==> src/rtl/mem_req_ctrl_pkg.sv <==
// ============================================================================
// Module      : mem_ctrl_pkg
// Description : Shared types and defaults for the memory request controller.
//               It provides the controller state encoding, the default bus
//               widths and a command record.
// Macro       : INIT_SWEEP_EN adds the ST_INIT state to the encoding.
// Revision    : 1.0 - initial release
// ============================================================================
`timescale 1ns/1ps
`default_nettype none

package mem_ctrl_pkg;

    localparam int c_DEF_ADDR_WIDTH = 4;
    localparam int c_DEF_DATA_WIDTH = 32;

    typedef enum logic [2:0] {
        ST_IDLE      = 3'd0,
        ST_WRITE     = 3'd1,
        ST_READ      = 3'd2,
        ST_READ_WAIT = 3'd3,
        ST_RESP      = 3'd4
`ifdef INIT_SWEEP_EN
        ,ST_INIT     = 3'd5
`endif
    } ctrl_state_t;

    typedef struct packed {
        logic                        write;
        logic [c_DEF_ADDR_WIDTH-1:0] add;
        logic [c_DEF_DATA_WIDTH-1:0] data;
    } cmd_t;

endpackage

`default_nettype wire

==> src/rtl/mem_req_ctrl_if.sv <==
// ============================================================================
// Module      : mem_req_ctrl_if
// Description : Bundle of the command, memory-pin and response channels of
//               the memory request controller.
//               master : environment side (issues commands, models memory,
//                        consumes responses)
//               slave  : controller side
// Ports       : cmd_*  command valid/ready channel
//               mem_*  pins toward the 16x32 Memory block
//               rsp_*  held read response valid/ready channel
// Revision    : 1.0 - initial release
// ============================================================================
`timescale 1ns/1ps
`default_nettype none

interface mem_req_ctrl_if
    import mem_ctrl_pkg::*;
#(
    parameter int ADDR_WIDTH = c_DEF_ADDR_WIDTH,
    parameter int DATA_WIDTH = c_DEF_DATA_WIDTH
);
    logic                  cmd_valid;
    logic                  cmd_ready;
    logic                  cmd_write;
    logic [ADDR_WIDTH-1:0] cmd_add;
    logic [DATA_WIDTH-1:0] cmd_data;

    logic                  mem_EN;
    logic                  mem_wr_en;
    logic                  mem_rd_en;
    logic [ADDR_WIDTH-1:0] mem_add;
    logic [DATA_WIDTH-1:0] mem_Data_in;
    logic                  mem_valid_out;
    logic [DATA_WIDTH-1:0] mem_Data_out;

    logic                  rsp_valid;
    logic                  rsp_ready;
    logic [DATA_WIDTH-1:0] rsp_data;
    logic [ADDR_WIDTH-1:0] rsp_add;
    logic                  rsp_err;

    modport master (
        output cmd_valid, cmd_write, cmd_add, cmd_data,
        input  cmd_ready,
        input  mem_EN, mem_wr_en, mem_rd_en, mem_add, mem_Data_in,
        output mem_valid_out, mem_Data_out,
        input  rsp_valid, rsp_data, rsp_add, rsp_err,
        output rsp_ready
    );

    modport slave (
        input  cmd_valid, cmd_write, cmd_add, cmd_data,
        output cmd_ready,
        output mem_EN, mem_wr_en, mem_rd_en, mem_add, mem_Data_in,
        input  mem_valid_out, mem_Data_out,
        output rsp_valid, rsp_data, rsp_add, rsp_err,
        input  rsp_ready
    );

endinterface

`default_nettype wire

==> src/rtl/mem_req_ctrl_rsp_hold.sv <==
// ============================================================================
// Module      : mem_rsp_hold
// Description : Read-response holding register with a valid/ready output.
//               A load captures data/address/error and raises valid; the
//               fields stay stable until the consumer accepts with ready.
//               A load flagged as an error captures zero data.
// Ports       : clk, rst            clock, synchronous active-high reset
//               i_load, i_err       capture strobe and timeout flag
//               i_data, i_add       read data and address to capture
//               i_ready             consumer accepts the held response
//               o_valid, o_data,
//               o_add, o_err        held response
// Revision    : 1.0 - initial release
// ============================================================================
`timescale 1ns/1ps
`default_nettype none

module mem_rsp_hold #(
    parameter int ADDR_WIDTH = 4,
    parameter int DATA_WIDTH = 32
) (
    input  logic                  clk,
    input  logic                  rst,
    input  logic                  i_load,
    input  logic                  i_err,
    input  logic [DATA_WIDTH-1:0] i_data,
    input  logic [ADDR_WIDTH-1:0] i_add,
    input  logic                  i_ready,
    output logic                  o_valid,
    output logic [DATA_WIDTH-1:0] o_data,
    output logic [ADDR_WIDTH-1:0] o_add,
    output logic                  o_err
);

    always_ff @(posedge clk) begin
        if (rst) begin
            o_valid <= 1'b0;
            o_data  <= '0;
            o_add   <= '0;
            o_err   <= 1'b0;
        end else if (i_load) begin
            o_valid <= 1'b1;
            o_data  <= i_err ? '0 : i_data;
            o_add   <= i_add;
            o_err   <= i_err;
        end else if (o_valid && i_ready) begin
            // Fields are left as-is after acceptance; only valid drops.
            o_valid <= 1'b0;
        end
    end

endmodule

`default_nettype wire

==> src/rtl/mem_req_ctrl.sv <==
// ============================================================================
// Module      : mem_req_ctrl
// Description : Upstream request controller for the 16x32 Memory block.
//               Accepts one write/read command at a time, issues one-cycle
//               memory strobes, waits for read data with a bounded timeout
//               and presents a held response.
// Ports       : clk, rst     clock, synchronous active-high reset
//               bus (slave)  cmd_*, mem_*, rsp_* channels
//               busy         controller not idle
//               err_timeout  sticky read-timeout flag, cleared by rst only
// Macro       : INIT_SWEEP_EN - after reset, write zero to every address
//               before accepting commands.
// Revision    : 1.0 - initial release
// ============================================================================
`timescale 1ns/1ps
`default_nettype none

module mem_req_ctrl
    import mem_ctrl_pkg::*;
#(
    parameter int ADDR_WIDTH = c_DEF_ADDR_WIDTH,
    parameter int DATA_WIDTH = c_DEF_DATA_WIDTH,
    parameter int RD_TIMEOUT = 8
) (
    input  logic          clk,
    input  logic          rst,
    mem_req_ctrl_if.slave bus,
    output logic          busy,
    output logic          err_timeout
);

    localparam int                 c_CNT_W    = $clog2(RD_TIMEOUT + 1);
    localparam logic [c_CNT_W-1:0] c_CNT_LAST = c_CNT_W'(RD_TIMEOUT - 1);
`ifdef INIT_SWEEP_EN
    localparam ctrl_state_t        c_RST_STATE = ST_INIT;
`else
    localparam ctrl_state_t        c_RST_STATE = ST_IDLE;
`endif

    ctrl_state_t           r_state;
    ctrl_state_t           w_next;
    logic [c_CNT_W-1:0]    r_cnt;
    logic [ADDR_WIDTH-1:0] r_add;
    logic [DATA_WIDTH-1:0] r_data;
    logic                  r_err_timeout;
    logic                  w_hs;
    logic                  w_rsp_load;
    logic                  w_rsp_err;
    logic                  w_in_init;
    logic                  w_init_wr;

    assign bus.cmd_ready = (r_state == ST_IDLE) & ~rst;
    assign w_hs          = bus.cmd_valid & bus.cmd_ready;

`ifdef INIT_SWEEP_EN
    logic [ADDR_WIDTH-1:0] r_sweep;

    assign w_in_init = (r_state == ST_INIT);
    // The reset state is INIT, so its write strobe is masked while rst is held.
    assign w_init_wr = w_in_init & ~rst;

    always_ff @(posedge clk) begin
        if (rst)            r_sweep <= '0;
        else if (w_in_init) r_sweep <= r_sweep + 1'b1;
    end

    assign bus.mem_add = w_in_init ? r_sweep : r_add;
`else
    assign w_in_init   = 1'b0;
    assign w_init_wr   = 1'b0;
    assign bus.mem_add = r_add;
`endif

    // Strobes decode straight from the state register; address/data come
    // from registers that change only on a handshake, so they hold otherwise.
    assign bus.mem_EN      = (r_state == ST_WRITE) | (r_state == ST_READ) | w_init_wr;
    assign bus.mem_wr_en   = (r_state == ST_WRITE) | w_init_wr;
    assign bus.mem_rd_en   = (r_state == ST_READ);
    assign bus.mem_Data_in = r_data;

    assign busy        = ((r_state != ST_IDLE) & ~w_in_init) | w_init_wr;
    assign err_timeout = r_err_timeout;

    always_comb begin
        w_next     = r_state;
        w_rsp_load = 1'b0;
        w_rsp_err  = 1'b0;
        case (r_state)
            ST_IDLE: begin
                if (w_hs) w_next = bus.cmd_write ? ST_WRITE : ST_READ;
            end
            ST_WRITE: w_next = ST_IDLE;
            ST_READ:  w_next = ST_READ_WAIT;
            ST_READ_WAIT: begin
                // Data arriving on the final count still wins over timeout.
                if (bus.mem_valid_out) begin
                    w_rsp_load = 1'b1;
                    w_next     = ST_RESP;
                end else if (r_cnt == c_CNT_LAST) begin
                    w_rsp_load = 1'b1;
                    w_rsp_err  = 1'b1;
                    w_next     = ST_RESP;
                end
            end
            ST_RESP: begin
                if (bus.rsp_ready) w_next = ST_IDLE;
            end
`ifdef INIT_SWEEP_EN
            ST_INIT: begin
                if (r_sweep == {ADDR_WIDTH{1'b1}}) w_next = ST_IDLE;
            end
`endif
            default: w_next = ST_IDLE;
        endcase
    end

    always_ff @(posedge clk) begin
        if (rst) begin
            r_state       <= c_RST_STATE;
            r_cnt         <= '0;
            r_add         <= '0;
            r_data        <= '0;
            r_err_timeout <= 1'b0;
        end else begin
            r_state <= w_next;
            if (w_hs) begin
                r_add <= bus.cmd_add;
                // Read commands leave the write-data pins untouched.
                if (bus.cmd_write) r_data <= bus.cmd_data;
            end
            if (r_state == ST_READ)
                r_cnt <= '0;
            else if ((r_state == ST_READ_WAIT) && !bus.mem_valid_out && (r_cnt != c_CNT_LAST))
                r_cnt <= r_cnt + 1'b1;
            if (w_rsp_load && w_rsp_err) r_err_timeout <= 1'b1;
        end
    end

    mem_rsp_hold #(
        .ADDR_WIDTH (ADDR_WIDTH),
        .DATA_WIDTH (DATA_WIDTH)
    ) u_rsp_hold (
        .clk     (clk),
        .rst     (rst),
        .i_load  (w_rsp_load),
        .i_err   (w_rsp_err),
        .i_data  (bus.mem_Data_out),
        .i_add   (r_add),
        .i_ready (bus.rsp_ready),
        .o_valid (bus.rsp_valid),
        .o_data  (bus.rsp_data),
        .o_add   (bus.rsp_add),
        .o_err   (bus.rsp_err)
    );

endmodule

`default_nettype wire

==> src/flat_wrapper.sv <==
// flat-port wrapper written by rule: the top's interface ports become plain ports
module mem_req_ctrl_flat import mem_ctrl_pkg::*;
#(
    parameter int ADDR_WIDTH = c_DEF_ADDR_WIDTH,
    parameter int DATA_WIDTH = c_DEF_DATA_WIDTH,
    parameter int RD_TIMEOUT = 8
)
  (clk, rst, busy, err_timeout, bus_cmd_valid, bus_cmd_write, bus_cmd_add, bus_cmd_data, bus_cmd_ready, bus_mem_EN, bus_mem_wr_en, bus_mem_rd_en, bus_mem_add, bus_mem_Data_in, bus_mem_valid_out, bus_mem_Data_out, bus_rsp_valid, bus_rsp_data, bus_rsp_add, bus_rsp_err, bus_rsp_ready);
  mem_req_ctrl_if #(.ADDR_WIDTH(ADDR_WIDTH), .DATA_WIDTH(DATA_WIDTH)) bus_i ();
  input  logic clk;
  input  logic rst;
  output logic busy;
  output logic err_timeout;
  input wire logic [$bits(bus_i.cmd_valid)-1:0] bus_cmd_valid;
  input wire logic [$bits(bus_i.cmd_write)-1:0] bus_cmd_write;
  input wire logic [$bits(bus_i.cmd_add)-1:0] bus_cmd_add;
  input wire logic [$bits(bus_i.cmd_data)-1:0] bus_cmd_data;
  output wire logic [$bits(bus_i.cmd_ready)-1:0] bus_cmd_ready;
  output wire logic [$bits(bus_i.mem_EN)-1:0] bus_mem_EN;
  output wire logic [$bits(bus_i.mem_wr_en)-1:0] bus_mem_wr_en;
  output wire logic [$bits(bus_i.mem_rd_en)-1:0] bus_mem_rd_en;
  output wire logic [$bits(bus_i.mem_add)-1:0] bus_mem_add;
  output wire logic [$bits(bus_i.mem_Data_in)-1:0] bus_mem_Data_in;
  input wire logic [$bits(bus_i.mem_valid_out)-1:0] bus_mem_valid_out;
  input wire logic [$bits(bus_i.mem_Data_out)-1:0] bus_mem_Data_out;
  output wire logic [$bits(bus_i.rsp_valid)-1:0] bus_rsp_valid;
  output wire logic [$bits(bus_i.rsp_data)-1:0] bus_rsp_data;
  output wire logic [$bits(bus_i.rsp_add)-1:0] bus_rsp_add;
  output wire logic [$bits(bus_i.rsp_err)-1:0] bus_rsp_err;
  input wire logic [$bits(bus_i.rsp_ready)-1:0] bus_rsp_ready;
  assign bus_i.cmd_valid = bus_cmd_valid;
  assign bus_i.cmd_write = bus_cmd_write;
  assign bus_i.cmd_add = bus_cmd_add;
  assign bus_i.cmd_data = bus_cmd_data;
  assign bus_cmd_ready = bus_i.cmd_ready;
  assign bus_mem_EN = bus_i.mem_EN;
  assign bus_mem_wr_en = bus_i.mem_wr_en;
  assign bus_mem_rd_en = bus_i.mem_rd_en;
  assign bus_mem_add = bus_i.mem_add;
  assign bus_mem_Data_in = bus_i.mem_Data_in;
  assign bus_i.mem_valid_out = bus_mem_valid_out;
  assign bus_i.mem_Data_out = bus_mem_Data_out;
  assign bus_rsp_valid = bus_i.rsp_valid;
  assign bus_rsp_data = bus_i.rsp_data;
  assign bus_rsp_add = bus_i.rsp_add;
  assign bus_rsp_err = bus_i.rsp_err;
  assign bus_i.rsp_ready = bus_rsp_ready;
  mem_req_ctrl #(.ADDR_WIDTH(ADDR_WIDTH), .DATA_WIDTH(DATA_WIDTH), .RD_TIMEOUT(RD_TIMEOUT)) u_core (.clk(clk), .rst(rst), .bus(bus_i), .busy(busy), .err_timeout(err_timeout));
endmodule
==> config.mk <==
export PLATFORM = sky130hd
export DESIGN_NAME = mem_req_ctrl_flat
export DESIGN_NICKNAME = d
export VERILOG_FILES = /design/src/rtl/mem_req_ctrl_pkg.sv /design/src/rtl/mem_req_ctrl_if.sv /design/src/rtl/mem_req_ctrl_rsp_hold.sv /design/src/rtl/mem_req_ctrl.sv /design/src/flat_wrapper.sv
export SDC_FILE = /design/constraint.sdc
export NUM_CORES = 1
export LEC_CHECK = 0
export CELL_PAD_IN_SITES_DETAIL_PLACEMENT = 0
export CELL_PAD_IN_SITES_GLOBAL_PLACEMENT = 1
export CORE_MARGIN = 5
export CORE_UTILIZATION = 31
export CTS_CLUSTER_DIAMETER = 100
export CTS_CLUSTER_SIZE = 8
export DETAILED_ROUTE_END_ITERATION = 16
export PLACE_DENSITY = 0.76
export SLEW_MARGIN = 10
export SYNTH_ARGS = -nofsm -noshare
export SYNTH_HDL_FRONTEND = slang
export SYNTH_SLANG_ARGS = --single-unit
==> constraint.sdc <==
create_clock -name clk -period 1.8 [get_ports clk]
set_input_delay 0.18 -clock clk [delete_from_list [all_inputs] [get_ports clk]]
set_output_delay 0.18 -clock clk [all_outputs]
set_load 0.02 [all_outputs]
### After elaboration in Yosys (flattened, before gate mapping)

Index checks and enable logic that the tools add are counted.

* register bits after elaboration: 82
* logic and storage cells: 48
* bits of input ports: 74
* output and inout bits: 80

* reductions and logical operators: 11
* eq/ne operators: 9
* $add $sub $neg: 1
* multiplexer cells: 14
* bitwise operators: 4

Operators with widths (count)
* $mux W32: 1
* $mux W3: 4
* $pmux W3 S4: 1
* $mux W1: 7
* $eq A3 B2 Y1 const B: 2
* $add A4 B1 Y4 const B: 1
* $eq A4 B3 Y1 const B: 1
* $logic_and A1 B1 Y1: 4
* $ne A4 B3 Y1 const B: 1
* $eq A3 B1 Y1 const B: 1
* $eq A3 B3 Y1 const B: 1
* $logic_not A3 Y1: 1
* $ne A3 B2 Y1 const B: 1
* $reduce_and A3 Y1: 1
* $reduce_bool A3 Y1: 1
* $and A1 B1 Y1: 2
* $mux W2: 1
* $ne A2 B1 Y1 const B: 1
* $ne A2 B2 Y1 const B: 1
* $reduce_and A2 Y1: 1
* $reduce_bool A2 Y1: 1
* $reduce_or A2 Y1: 1
* $logic_not A1 Y1: 1
* $not A1 Y1: 1
* $or A1 B1 Y1: 1

### Logic depth before layout (Yosys ltp)

* depth in word-level cells: 5
* gate-level depth with buffers: 6
* depth with buffers taken out: 4

### Modules after synthesis

From an unflattened synthesis, not the netlist that was laid out.

* cells, all modules: 381
* area, all modules: 3460.8 um^2

Modules (own cells, without submodules)
* mem_req_ctrl: sequential area each 880.8 um^2, cells each 219, area an instance 1863.0 um^2, times used 1
* mem_rsp_hold: sequential area each 760.7 um^2, cells each 162, area an instance 1597.8 um^2, times used 1

### Least setup slack after synthesis

OpenSTA, ideal clock, no wires.

* path kind: reg2reg
* start: reg u_core.r_state[0]
* end: reg u_core.r_data[0], in the netlist u_core.bus.mem_Data_in[0]
* data required time: 1.679 ns
* clock period less this slack: 1.747 ns
* stages on the path, launching flop included: 7
* arrival: 1.626 ns
* setup time: 0.121 ns
* buffers on the path: 3
* path slack: 0.053 ns
* cells stage by stage: dfxtp_1 -> buf_6 -> nor4_4 -> and3_1 -> buf_6 -> buf_12 -> mux2_4

* longest elaborated chain between the ends: 4

RTL lines
* start, declared: line mem_req_ctrl.sv:40 `ctrl_state_t r_state;`
* start signal, assigned: line mem_req_ctrl.sv:119 `r_state <= c_RST_STATE;`
* start signal, assigned: line mem_req_ctrl.sv:125 `r_state <= w_next;`
* $logic_not A3 Y1: line mem_req_ctrl.sv:52 `assign bus.cmd_ready = (r_state == ST_IDLE) & ~rst;`
* $and A1 B1 Y1: line mem_req_ctrl.sv:52
* net bus_cmd_ready: line flat_wrapper.sv:18 `output wire logic [$bits(bus_i.cmd_ready)-1:0] bus_cmd_ready;`
* $and A1 B1 Y1: line mem_req_ctrl.sv:53 `assign w_hs = bus.cmd_valid & bus.cmd_ready;`
* $reduce_and A2 Y1 (no source line)
* end signal, assigned: line mem_req_ctrl.sv:129 `if (bus.cmd_write) r_data <= bus.cmd_data;`
* end, declared: line mem_req_ctrl.sv:44 `logic [DATA_WIDTH-1:0] r_data;`

The timed path passes the listed nets, and every way through them passes these cells.
A chain may end at the register's enable or synchronous reset.

### Final worst setup path

* start: reg u_core.r_state[2]
* end: out busy

* longest elaborated chain between the ends: 1

RTL lines
* $reduce_bool A3 Y1: line mem_req_ctrl.sv:81 `assign busy = ((r_state != ST_IDLE) & ~w_in_init) | w_init_wr;`
* end, declared: line flat_wrapper.sv:12 `output logic busy;`

Every way passes these cells.

==> results.py <==
metrics = {
    "pwr": {
        "p_int_mw": 3.63,
        "p_comb_share_pct": 17.4,
        "sequentialPowerShare_pct": 41.2,
        "irDropWorstVdd_uv": 844,
        "switching_power_mw": 1.10,
        "p_leak_nw": 2.07,
        "p_per_area_nw_per_um2": 842,
        "swShare_pct": 23.2,
        "pwr-share-clk_pct": 41.4,
    },
    "setup_path": {
        "end_kind": "output port",
        "worstPathRequired_ns": 1.62,
        "critPathMaxFanout": 6,
        "crit_type": "reg2out",
        "worstPathArrival_ns": 1.54,
        "startpoint_type": "register",
    },
    "logic_synthesis": {
        "synth.cell_area_um2": 3590,
        "ys_seq_area_share_pct": 45.7,
        "yosysTopAreaCellShare_pct": 45.7,
        "synth_seq_cells": 82,
        "synth_fp_nets": 413,
        "synth_top_area_cell": "dfxtp_1",
        "synthTopCellsByArea": "dfxtp_1 46%, mux2_4 12%, nand3b_1 7.1%",
        "syn_area_per_cell_um2": 10.6,
        "yosysWarnings": 0,
        "syn_inst": 338,
        "ys_types": 34,
    },
    "cts": {
        "htreeDepth": 3,
        "cts_setup_buffers": 0,
        "numCtsBuffers": 9,
        "cts-hold-fix-buffers": 0,
        "clk-insertion-delay-late_ns": 0.34,
        "clk_path_buf_depth": 2,
        "cts_tree": "yes",
        "cts.sinks": 82,
        "cts.reportedPaths.clkPinSlew_ns": 0.06,
        "cts_root_buf": "clkbuf_16",
    },
    "placement": {
        "dp_slack_ns": 0.0384,
        "hpwl_mm": 6.84,
        "gp_congestion": 0.779,
        "portBuffers": 153,
    },
    "die": {
        "core-area_um2": 11400,
        "rows": 39,
        "die_h_um": 118,
        "die_w_um": 118,
        "initial_core_util_pct": 31.6,
        "dieArea_um2": 13800,
        "io_pins": 154,
    },
    "cells_and_area": {
        "nets": 567,
        "fill_cells": 1073,
        "antenna_cells": 0,
        "drive_gt1_share_pct": 15.3,
        "multiInputGateArea_um2": 1770,
        "final_common_cell": "clkdlybuf4s50_1",
        "areaGrowthSynthToFinish_pct": 56.1,
        "regArea_um2": 1640,
        "layout_common_cells": "147 x clkdlybuf4s50_1, 81 x dfxtp_1, 39 x nor2b_1",
        "post-route-util_pct": 49.3,
    },
    "sta": {
        "hold_viol": 0,
        "fmax_mhz": 581,
        "finalWorstSetupSlack_ns": 0.0794,
        "finalSetupViolCount": 0,
        "finalCriticalPeriod_ns": 1.72,
        "slew_headroom_pct": 56.2,
        "worst_pin_slew_ns": 0.657,
        "rsz0062_at_grt": "false",
        "worst_clock_skew_ns": 0.00602,
        "post-route-period-util_pct": 95.6,
        "setup_tns_ns": 0,
        "maxSlewViolCount": 0,
    },
    "route": {
        "drt.antenna.violating_nets": 0,
        "drtIter0Drc": 166,
        "drt_pass1_iterations": 6,
        "vias_per_cell": 4.68,
        "drcViolationCount": 0,
        "drt_wl_total_mm": 9.87,
        "wl_per_cell_um": 15.4,
        "vias": 2994,
    },
    "global_route": {
        "antenna_found_initial": 0,
        "grt_pass1_wl_mm": 15.7,
        "overflow": 0,
        "grt_pass1_vias": 2978,
        "grt_max_degree": 73,
        "grtUsageTotal_pct": 13.9,
    },
    "flow_run": {
        "maxCapViolations": 0,
    },
    "run_status": {
        "status": "completed",
    },
    "min_path": {
        "worstHoldPathType": "in2reg",
    },
}
registers in the layout (all words and copies together), names as in the netlist:
register / flops
u_core.bus.mem_Data_in: 32
u_core.u_rsp_hold.o_data: 32
u_core.bus.mem_add: 4
u_core.r_cnt: 4
u_core.u_rsp_hold.o_add: 4
u_core.r_state: 3
u_core.err_timeout: 1
u_core.u_rsp_hold.o_err: 1
u_core.u_rsp_hold.o_valid: 1
through the flow:
step	cells	hold slack, ns	power (mW)	instance area, um^2
2_1_floorplan	338	0.319	2.40	3590
3_3_place_gp	623	0.457	2.81	5270
3_5_place_dp	623	0.465	2.82	5270
4_1_cts	639	0.364	4.80	5590
5_1_grt	640	0.389	4.93	5610
6_report	640	0.373	4.72	5610
routing by layer:
layer	vias up	part of all wire, %	GRT usage (%)
met3	13	8.9	6.82
met5	-	0	0
met1	1402	46	17.3
met2	124	44	21.3
li1	1455	-	-
met4	0	1.2	3.66
final cells by class:
type                       count  area share (%)
multi-input combinational    227            31.5
timing repair buffer         170            30.3
sequential                    82            29.3
clock buffer                  14            4.53
tap                          143            3.19
clock inverter                 2            1.07
inverter                       2           0.134
logic make-up (layout without fill, tap and decap cells):
kind of cell             after synthesis  count (layout)  synth area share, %
adder cells (fa/ha/maj)                1               1                0.348
AO/OA/AOI/OAI                         50              50                 7.31
flip-flops                            82              82                 45.7
multiplexers                          41              41                 15.8
buffers and inverters                 29             188                 5.29
AND/OR/NAND/NOR                      135             135                 25.5
power groups by stage:
stage	Sequential [mW]	Combinational [mW]	Clock (mW)
after floorplan	2.06	0.337	0
after global placement	1.98	0.827	0
after detailed placement	1.98	0.837	0
after CTS	1.94	0.828	2.03
after global routing	1.95	0.876	2.10
final	1.94	0.824	1.95
final timing paths:
check / end / depth (start not counted) / slack, ns / start
max: busy / 3 / 0.08 / u_core.r_state[2]
min: u_core.err_timeout / 3 / 0.37 / rst
max reg2reg: u_core.bus.mem_Data_in[31] / 5 / 0.09 / u_core.r_state[2]
min reg2reg: u_core.err_timeout / 2 / 0.47 / u_core.err_timeout
critical path, cell delays in order (launching register included):
cell             delay (ns)
dfxtp_1                0.33
buf_4                  0.17
or3_1                  0.40
clkdlybuf4s15_1        0.31
synth_stat cells (all sizes together):
cell type,count
nand2b,36
and3b,2
a21oi,9
and3,1
nand4bb,1
o21ai,37
buf,12
dfxtp,82
o31a,2
or3,2
nor2b,39
clkbuf,15
mux2,39
nor4b,1
or2b,1
nand2,1
mux2i,2
nor2,7
and4b,1
nor4bb,1
nor4,1
nor3,3
ha,1
o21a,2
nand3b,34
inv,2
or4,1
nand3,2
or3b,1
repair_timing:
action,4_1_cts,5_1_grt
gates cloned,0,1
resized for setup,9,5
endpoints found under the setup margin,5,30
Power figures use the tool's default switching activity.
